## config.mk

```make
export PLATFORM = sky130hd
export DESIGN_NAME = slow_clk_monitor
export DESIGN_NICKNAME = d
export VERILOG_FILES = /design/src/rtl/clk_mon_pkg.sv /design/src/rtl/clk_mon_sync.sv /design/src/rtl/slow_clk_monitor.sv
export SDC_FILE = /design/constraint.sdc
export NUM_CORES = 1
export LEC_CHECK = 0
export CAP_MARGIN = 20
export CORE_MARGIN = 3
export CORE_UTILIZATION = 54
export CTS_CLUSTER_SIZE = 30
export DETAILED_ROUTE_END_ITERATION = 10
export PLACE_DENSITY = 0.88
export SKIP_LAST_GASP = 1
export SLEW_MARGIN = 20
export SYNTH_ARGS = -nofsm -noshare
export SYNTH_HDL_FRONTEND = slang
export SYNTH_SLANG_ARGS = --single-unit
export TNS_END_PERCENT = 50
```

## constraint.sdc

```tcl
create_clock -name CLK -period 7.1 [get_ports CLK]
set_clock_uncertainty 0.15 [all_clocks]
set_input_delay 1.42 -clock CLK [delete_from_list [all_inputs] [get_ports CLK]]
set_output_delay 1.42 -clock CLK [all_outputs]
set_load 0.02 [all_outputs]
```

## src/rtl/clk_mon_pkg.sv

```systemverilog
// Shared types and default constants for the slow clock monitor.
package clk_mon_pkg;

  typedef enum logic [1:0] {
    ST_IDLE   = 2'd0,
    ST_MEAS   = 2'd1,
    ST_LOCKED = 2'd2
  } mon_state_t;

  localparam int DEF_CNT_W      = 21;
  localparam int DEF_EXP_PERIOD = 524288;
  localparam int DEF_TOL        = 64;
  localparam int DEF_LOCK_N     = 4;

  // Lower tolerance bound, clamped at zero.
  function automatic int tol_lo(input int exp_period, input int tol);
    return (exp_period > tol) ? exp_period - tol : 0;
  endfunction

endpackage

```

## src/rtl/clk_mon_sync.sv

```systemverilog
// Brings SLOW_IN into the CLK domain and flags its rising edges.
// Define CLK_MON_FILTER_EN to add a 3-sample majority filter that rejects one-cycle glitches.
module clk_mon_sync
  import clk_mon_pkg::*;
(
  input  logic CLK,
  input  logic RST_N,
  input  logic SLOW_IN,
  output logic rise
);

  logic s1, s2, s3;

`ifdef CLK_MON_FILTER_EN
  logic s4, f, f_d;

  always_ff @(posedge CLK or negedge RST_N) begin
    if (!RST_N) begin
      s1  <= 1'b0;
      s2  <= 1'b0;
      s3  <= 1'b0;
      s4  <= 1'b0;
      f   <= 1'b0;
      f_d <= 1'b0;
    end else begin
      s1  <= SLOW_IN;
      s2  <= s1;
      s3  <= s2;
      s4  <= s3;
      f   <= (s2 & s3) | (s2 & s4) | (s3 & s4);
      f_d <= f;
    end
  end

  assign rise = f & ~f_d;
`else
  always_ff @(posedge CLK or negedge RST_N) begin
    if (!RST_N) begin
      s1 <= 1'b0;
      s2 <= 1'b0;
      s3 <= 1'b0;
    end else begin
      s1 <= SLOW_IN;
      s2 <= s1;
      s3 <= s2;
    end
  end

  assign rise = s2 & ~s3;
`endif

endmodule

```

## src/rtl/slow_clk_monitor.sv

```systemverilog
// Measures the period of a divided clock in CLK cycles and tracks lock against EXP_PERIOD.
// CLK_MON_FILTER_EN (see clk_mon_sync) adds glitch filtering and two cycles of TICK latency.
//
// state     | meaning
// ST_IDLE   | no reference edge yet; waiting for first rise
// ST_MEAS   | measuring periods, counting consecutive good ones
// ST_LOCKED | LOCK_N good periods seen; any bad period or timeout drops lock
module slow_clk_monitor
  import clk_mon_pkg::*;
#(
  parameter int CNT_W      = DEF_CNT_W,
  parameter int EXP_PERIOD = DEF_EXP_PERIOD,
  parameter int TOL        = DEF_TOL,
  parameter int LOCK_N     = DEF_LOCK_N
) (
  input  logic             CLK,
  input  logic             RST_N,
  input  logic             SLOW_IN,
  output logic             TICK,
  output logic [CNT_W-1:0] PERIOD,
  output logic             PERIOD_VLD,
  output logic             LOCKED,
  output logic             ERR
);

  localparam int               GOOD_W    = $clog2(LOCK_N + 1);
  localparam logic [31:0]      LO_BOUND  = 32'(tol_lo(EXP_PERIOD, TOL));
  localparam logic [31:0]      HI_BOUND  = 32'(EXP_PERIOD + TOL);
  localparam logic [31:0]      TO_COUNT  = 32'(2 * EXP_PERIOD);
  localparam logic [GOOD_W-1:0] GOOD_LAST = GOOD_W'(LOCK_N - 1);

  logic              rise;
  logic [CNT_W-1:0]  pcnt;
  logic [31:0]       pcnt_ext;
  logic [GOOD_W-1:0] good;
  logic              in_tol;
  logic              timeout;
  mon_state_t        state;

  clk_mon_sync u_sync (
    .CLK     (CLK),
    .RST_N   (RST_N),
    .SLOW_IN (SLOW_IN),
    .rise    (rise)
  );

  assign pcnt_ext = 32'(pcnt);
  assign in_tol   = (pcnt_ext >= LO_BOUND) && (pcnt_ext <= HI_BOUND);
  // A rise on the timeout cycle is a valid (if long) period, so it wins.
  assign timeout  = (state != ST_IDLE) && (pcnt_ext == TO_COUNT) && !rise;

  always_ff @(posedge CLK or negedge RST_N) begin
    if (!RST_N) begin
      pcnt <= '0;
    end else if (rise) begin
      pcnt <= CNT_W'(1);
    end else if (pcnt != '1) begin
      pcnt <= pcnt + CNT_W'(1);
    end
  end

  always_ff @(posedge CLK or negedge RST_N) begin
    if (!RST_N) begin
      state      <= ST_IDLE;
      good       <= '0;
      TICK       <= 1'b0;
      PERIOD     <= '0;
      PERIOD_VLD <= 1'b0;
      LOCKED     <= 1'b0;
      ERR        <= 1'b0;
    end else begin
      TICK       <= rise;
      PERIOD_VLD <= 1'b0;
      ERR        <= 1'b0;
      case (state)
        ST_IDLE: begin
          if (rise) state <= ST_MEAS;
        end
        ST_MEAS: begin
          if (rise) begin
            PERIOD     <= pcnt;
            PERIOD_VLD <= 1'b1;
            if (in_tol) begin
              good <= good + GOOD_W'(1);
              if (good == GOOD_LAST) begin
                LOCKED <= 1'b1;
                state  <= ST_LOCKED;
              end
            end else begin
              good <= '0;
            end
          end else if (timeout) begin
            ERR   <= 1'b1;
            good  <= '0;
            state <= ST_IDLE;
          end
        end
        ST_LOCKED: begin
          if (rise) begin
            PERIOD     <= pcnt;
            PERIOD_VLD <= 1'b1;
            if (!in_tol) begin
              ERR    <= 1'b1;
              LOCKED <= 1'b0;
              good   <= '0;
              state  <= ST_MEAS;
            end
          end else if (timeout) begin
            ERR    <= 1'b1;
            LOCKED <= 1'b0;
            good   <= '0;
            state  <= ST_IDLE;
          end
        end
        default: begin
          state  <= ST_IDLE;
          good   <= '0;
          LOCKED <= 1'b0;
        end
      endcase
    end
  end

endmodule

```

### After elaboration in Yosys (flattened, before gate mapping)

Index checks and enable logic that the tools add are counted.

* register bits: 54
* latch bits: 0
* RAM bits: 0
* ROM bits: 0
* input bits: 3
* output and inout port bits: 25
* word-level logic and storage cells: 73
* memories kept: 0

* $add $sub $neg: 2
* $mul: 0
* divide/modulo/power cells: 0
* $lt $le $gt $ge: 2
* eq/ne operators: 13
* shift-type cells: 0
* muxes and demuxes: 30
* bitwise gates (word level): 3
* reduce and logical (&&, ||, !) cells: 12

Operator list (number)
* 21-bit 2-to-1 mux: 2
* 21-bit by 1-bit adder with 21-bit output (second input constant): 1
* 21-bit == test (second input constant): 1
* 21-bit by 19-bit greater-or-equal comparator with 1-bit output (second input constant): 1
* 21-bit by 20-bit less-or-equal comparator with 1-bit output (second input constant): 1
* 21-bit inequality test (second input constant): 1
* 3-bit 2-to-1 mux: 5
* 2-bit 2-to-1 mux: 7
* 1-bit 2-to-1 mux: 12
* 3-bit inequality test (second input constant): 4
* 3-bit case mux with 3 select lines: 1
* 2-bit inequality test (second input constant): 4
* 2-bit case mux with 3 select lines: 1
* 6-bit AND reduction: 1
* 2-bit AND reduction: 2
* 4-bit AND reduction: 1
* 2-bit nonzero test: 2
* 3-bit by 1-bit adder with 3-bit output (second input constant): 1
* 3-bit by 2-bit == test with 1-bit output (second input constant): 1
* 1-bit logical AND: 3
* 1-bit case mux with 3 select lines: 1
* 2-bit by 1-bit == test with 1-bit output (second input constant): 1
* 2-bit == test (second input constant): 1
* 2-bit zero test: 1
* 5 further kinds: 6

### Longest topological paths before layout

* depth in word-level cells: 7
* gate-level depth with buffers: 9
* mapped depth without buffers: 8

### By module

A second synthesis with hierarchy kept.

* cell total of the unflattened synthesis: 236
* area, all modules: 2588.7 um^2

By module, submodules not included
* slow_clk_monitor: times used 1, cells each 232, area an instance 2499.9 um^2, seq. area each 1276.2 um^2
* clk_mon_sync: times used 1, cells each 4, area an instance 88.8 um^2, seq. area each 75.1 um^2

### Worst setup path after synthesis

OpenSTA, ideal clock, no wires.

* path type: register to register
* start point: register state[0]
* end point: register state[0]
* setup time: 0.125 ns
* arrival: 1.969 ns
* data required time: 6.825 ns
* path slack: 4.856 ns
* cell stages (with the launch flop): 9
* path buffers: 0
* clock period less this slack: 2.244 ns
* cells stage by stage: dfrtp_1 > inv_1 > ha_1 > or4bb_1 > nor3_1 > nand2_1 > a221oi_1 > nor2_1 > mux2_4

* word-level cells in the longest chain between the ends: 6
* elaborated cells between the ends (all ways): 15
* classes of those cells: eq/ne (6); mux (4); reduce/logical (5)

Ends and longest elaborated chain
* start, declared: line slow_clk_monitor.sv:38 `mon_state_t state;`
* start signal, assigned: line slow_clk_monitor.sv:64 `state <= ST_IDLE;`
* start signal, assigned: line slow_clk_monitor.sv:77 `if (rise) state <= ST_MEAS;`
* start signal, assigned: line slow_clk_monitor.sv:87 `state <= ST_LOCKED;`
* 2-bit nonzero test: line slow_clk_monitor.sv:50 `assign timeout = (state != ST_IDLE) && (pcnt_ext == TO_COUNT) && !rise;`
* 1-bit logical AND (2 in a row): line slow_clk_monitor.sv:50
* 2-bit 2-to-1 mux
* 2-bit 2-to-1 mux, on equally long branches
* 2-bit case mux with 3 select lines: line slow_clk_monitor.sv:75 `case (state)`

Parallel ways exist; a longest one is shown, timed or not.
A chain may end at the register's enable or synchronous reset.

### Worst setup path in the final report

* start point: register PERIOD[15]
* end point: output port PERIOD[15]

RTL lines
* start, declared: line slow_clk_monitor.sv:20 `output logic [CNT_W-1:0] PERIOD,`
* start signal, assigned: line slow_clk_monitor.sv:81 `PERIOD <= pcnt;`
* start signal, assigned: line slow_clk_monitor.sv:100 `PERIOD <= pcnt;`

No word-level cell between the ends.

==> metrics.md <==
| Metric | Value |
|---|---|
| Post-Syn Area | 2621 um2 |
| Filler cell count | 349 |
| Die outline width | 75.67 um |
| Final net count | 278 |
| Wire per inst | 14.83 um |
| Die ar. | 5726 um2 |
| CP Launch Point | PERIOD[15]$_DFFE_PN0P_ |
| Syn avg cell area | 10.83 um2 |
| H-Tree Level Count | 2 |
| WS Path Type | reg2out |
| Capturing point of the worst reg2reg path | state[0]$_DFFE_PN0P_ |
| Post-synth top flop | dfrtp_1 |
| Crit end category | output port |
| Max Buffers Root-to-Sink | 2 |
| Core Footprint | 4504 um2 |
| Critical Path Source Type | register |
| Layout Utilization | 66.39% |
| DRT iter0 DRCs | 148 |
| Most frequent cells in the layout | dfrtp_1, clkdlybuf4s50_1, nor2_1 |
| Critical path arrival | 1.27 ns |
| Share of post-route cells with drive strength above 1 | 14.93% |
| Clock latency on the worst-skew pair | 0.31 ns |
| Post-cts sizing count | 0 |
| Sw Ratio | 31.02% |
| Yosys top cell area share | 51.55% |
| GPL Wtd Cong | 0.8740 |
| Clock Power Share | 23.7% |
| Synth area leader | dfrtp_1 |
| Post-synth EDFFs | 0 |
| CP Depth | 1 |
| Hold Buf Count CTS | 0 |
| Routed WL | 4747 um |
| Setup TNS | 0 ns |
| Number of synthesized register bits | 54 |
| Crit path buf inv count | 1 |
| FFs w/ async S/R, synth | 100.0% |
| CP Max Fanout | 2 |
| Worst r2r src | state[0]$_DFFE_PN0P_ |
| Drt pass-1 iters | 4 |
| Slew Viols, Final | 0 |
| Delay-heaviest family, CP | buffers and inverters |
| Max Freq | 351.6 MHz |
| Ys Warns | 0 |
| Max Cap Viol | 0 |
| Rows | 24 |
| Worst path cell trace | clkdlybuf4s50_1 |
| Mapped Nets | 253 |
| Comb power frac | 25.7% |
| Register clock-pin slew on the reported worst setup and hold paths | 0.09 ns |
| Worst vdd ir | 135.3 uV |
| Leakage power | 1.368 nW |
| Vias per cell | 5.747 |
| GRT Residual Overflow | 0 |
| Ranking of synthesized cells by area | dfrtp_1, mux2_2, ha_1 |
| Min Tclk post-route | 2.844 ns |
| Outcome | finished clean |
| FF-to-FF setup slack | 4.53 ns |
| Gr usage total | 19.36% |
| Initial antenna violation count | 0 |
| Crit share post-route | 40.06% |
| RSZ-0062 raised after global routing | false |
| Net switching power | 220.7 uW |
| Port bufs | 27 |
| Drt drc | 0 |
| Rel. slew slack | 36.90% |
| First-pass GRT wire length | 8487 um |
| Pint | 490.8 uW |
| Most common cell after layout, fill and taps aside | dfrtp_1 |
| Worst hold margin | 0.2114 ns |
| Slowest stage delay, CP | 0.60 ns |
| CTS sink count | 54 |
| Diode count | 0 |
| Reg power frac | 50.6% |
| Largest net degree at the start of global routing | 55 |
| WP data required | 5.53 ns |
| Finish-stage setup viols | 0 |
| Yosys cell types | 51 |
| Post-CTS setup buffer count | 0 |
| Tot Pwr | 711.5 uW |
| Sequential area share after synthesis | 51.55% |
| Power per standard cell area | 237.9 nW/um2 |
| Worst r2r path cells | 8 |
| Fin. Hold Viols | 0 |
| Die Y | 75.67 um |
| DP Wirelength | 3304 um |
| Hold WC Path Type | reg2reg |
| Worst Setup EP | PERIOD[15] |
| CTS tree | built |
| Cells after synthesis | 242 |
| Starting Density | 58.19% |
| Clk root buf | clkbuf_8 |
| Number of global-route vias before repair | 1815 |
| Post-DRT Antenna Nets | 0 |
| I/O pins | 28 |
| Vias post-DR | 1839 |
| Slowest-stage cell, CP | clkdlybuf4s50_1 |
| Area Growth Syn to Fin | 14.08% |
| Worst Tran Pin Value | 0.9442 ns |
| Num CTS Buffers | 5 |
==> kinds of logic (layout without fill, tap and decap cells) <==
| family | after synthesis | in the layout | synth area share, % |
|---|---|---|---|
| xor gates and xnor gates | 15 | 15 | 5.012 |
| DFF | 54 | 54 | 51.55 |
| muxes | 20 | 20 | 8.687 |
| buffers and inverters | 20 | 46 | 3.532 |
| and+or+nand+nor | 86 | 86 | 16.52 |
| AOI/OAI and AO/OA | 39 | 39 | 10.88 |
| adders and majority gates | 8 | 8 | 3.819 |
==> power groups by stage <==
stage	logic, mW	clock network, mW	registers, mW
global placement	0.177	0	0.365
detailed placement	0.182	0	0.367
CTS	0.185	0.174	0.360
floorplan	0.109	0	0.379
finish	0.183	0.168	0.360
global route	0.203	0.184	0.365
==> worst min-delay path by stage <==
stage                             start                   to  slack, ns  cells after the start
global placement    u_sync.s1$_DFF_PN0_  u_sync.s2$_DFF_PN0_       0.18                      0
floorplan           u_sync.s1$_DFF_PN0_  u_sync.s2$_DFF_PN0_       0.18                      0
finish              u_sync.s1$_DFF_PN0_  u_sync.s2$_DFF_PN0_       0.21                      0
detailed placement  u_sync.s1$_DFF_PN0_  u_sync.s2$_DFF_PN0_       0.19                      0
CTS                 u_sync.s1$_DFF_PN0_  u_sync.s2$_DFF_PN0_       0.21                      0
global route        u_sync.s1$_DFF_PN0_  u_sync.s2$_DFF_PN0_       0.22                      0
==> area by class of cell <==
class	count	area, um2	share of cell area [%]
Sequential cell	54	1351	45.19
Multi-Input combinational cell	168	1177	39.37
Timing Repair Buffer	28	272.8	9.121
Clock buffer	6	72.57	2.427
Tap cell	52	65.06	2.176
Inverter	10	37.54	1.255
Clock inverter	2	13.76	0.4603
==> flip-flops by register name, summed over array words and instances (netlist names) <==
register	flops
state	2
PERIOD	21
ERR	1
TICK	1
LOCKED	1
PERIOD_VLD	1
u_sync.s1	1
u_sync.s2	1
pcnt	21
good	3
u_sync.s3	1
==> metal layers <==
| layer | track usage (%) | share of wire [%] | vias to the layer above |
|---|---|---|---|
| met1 | 27.45 | 49 | 904 |
| met3 | 4.222 | 3.9 | 6 |
| met5 | 0 | 0 | - |
| met4 | 6.408 | 1.5 | 0 |
| li1 | - | - | 891 |
| met2 | 29.82 | 46 | 38 |
==> per-stage QoR <==
stage	cell area [um2]	instances	setup WS (ns)
2_1_floorplan	2621	242	4.856
3_3_place_gp	2904	312	4.594
3_5_place_dp	2904	312	4.574
4_1_cts	2990	320	4.240
5_1_grt	2990	320	4.183
6_report	2990	320	4.256
==> worst register-to-register path, cell delays in order, from the launching register on <==
cell and delay (ns):
dfrtp_1 0.42, inv_1 0.10, ha_1 0.26, or4bb_1 0.50, nor3_1 0.20, nand2_1 0.15, a221oi_1 0.34, nor2_1 0.08
mux2_4 0.26
==> cells in the mapped netlist, types with 2 or more instances <==
cell type and n:
xor2_1 8, nor4_1 3, clkbuf_1 5, xnor2_1 7
and2_1 2, nor2_1 25, nand2_1 23, nand3_1 9
and3_1 3, o2bb2ai_1 2, o22a_1 2, a211oi_1 2
dfrtp_1 54, buf_4 2, mux2_2 18, inv_1 9
ha_1 8, a21oi_1 8, a31oi_1 2, buf_2 2
o21ai_0 10, nor3_1 6, or3_1 4
(Power assumes the default switching activity.)
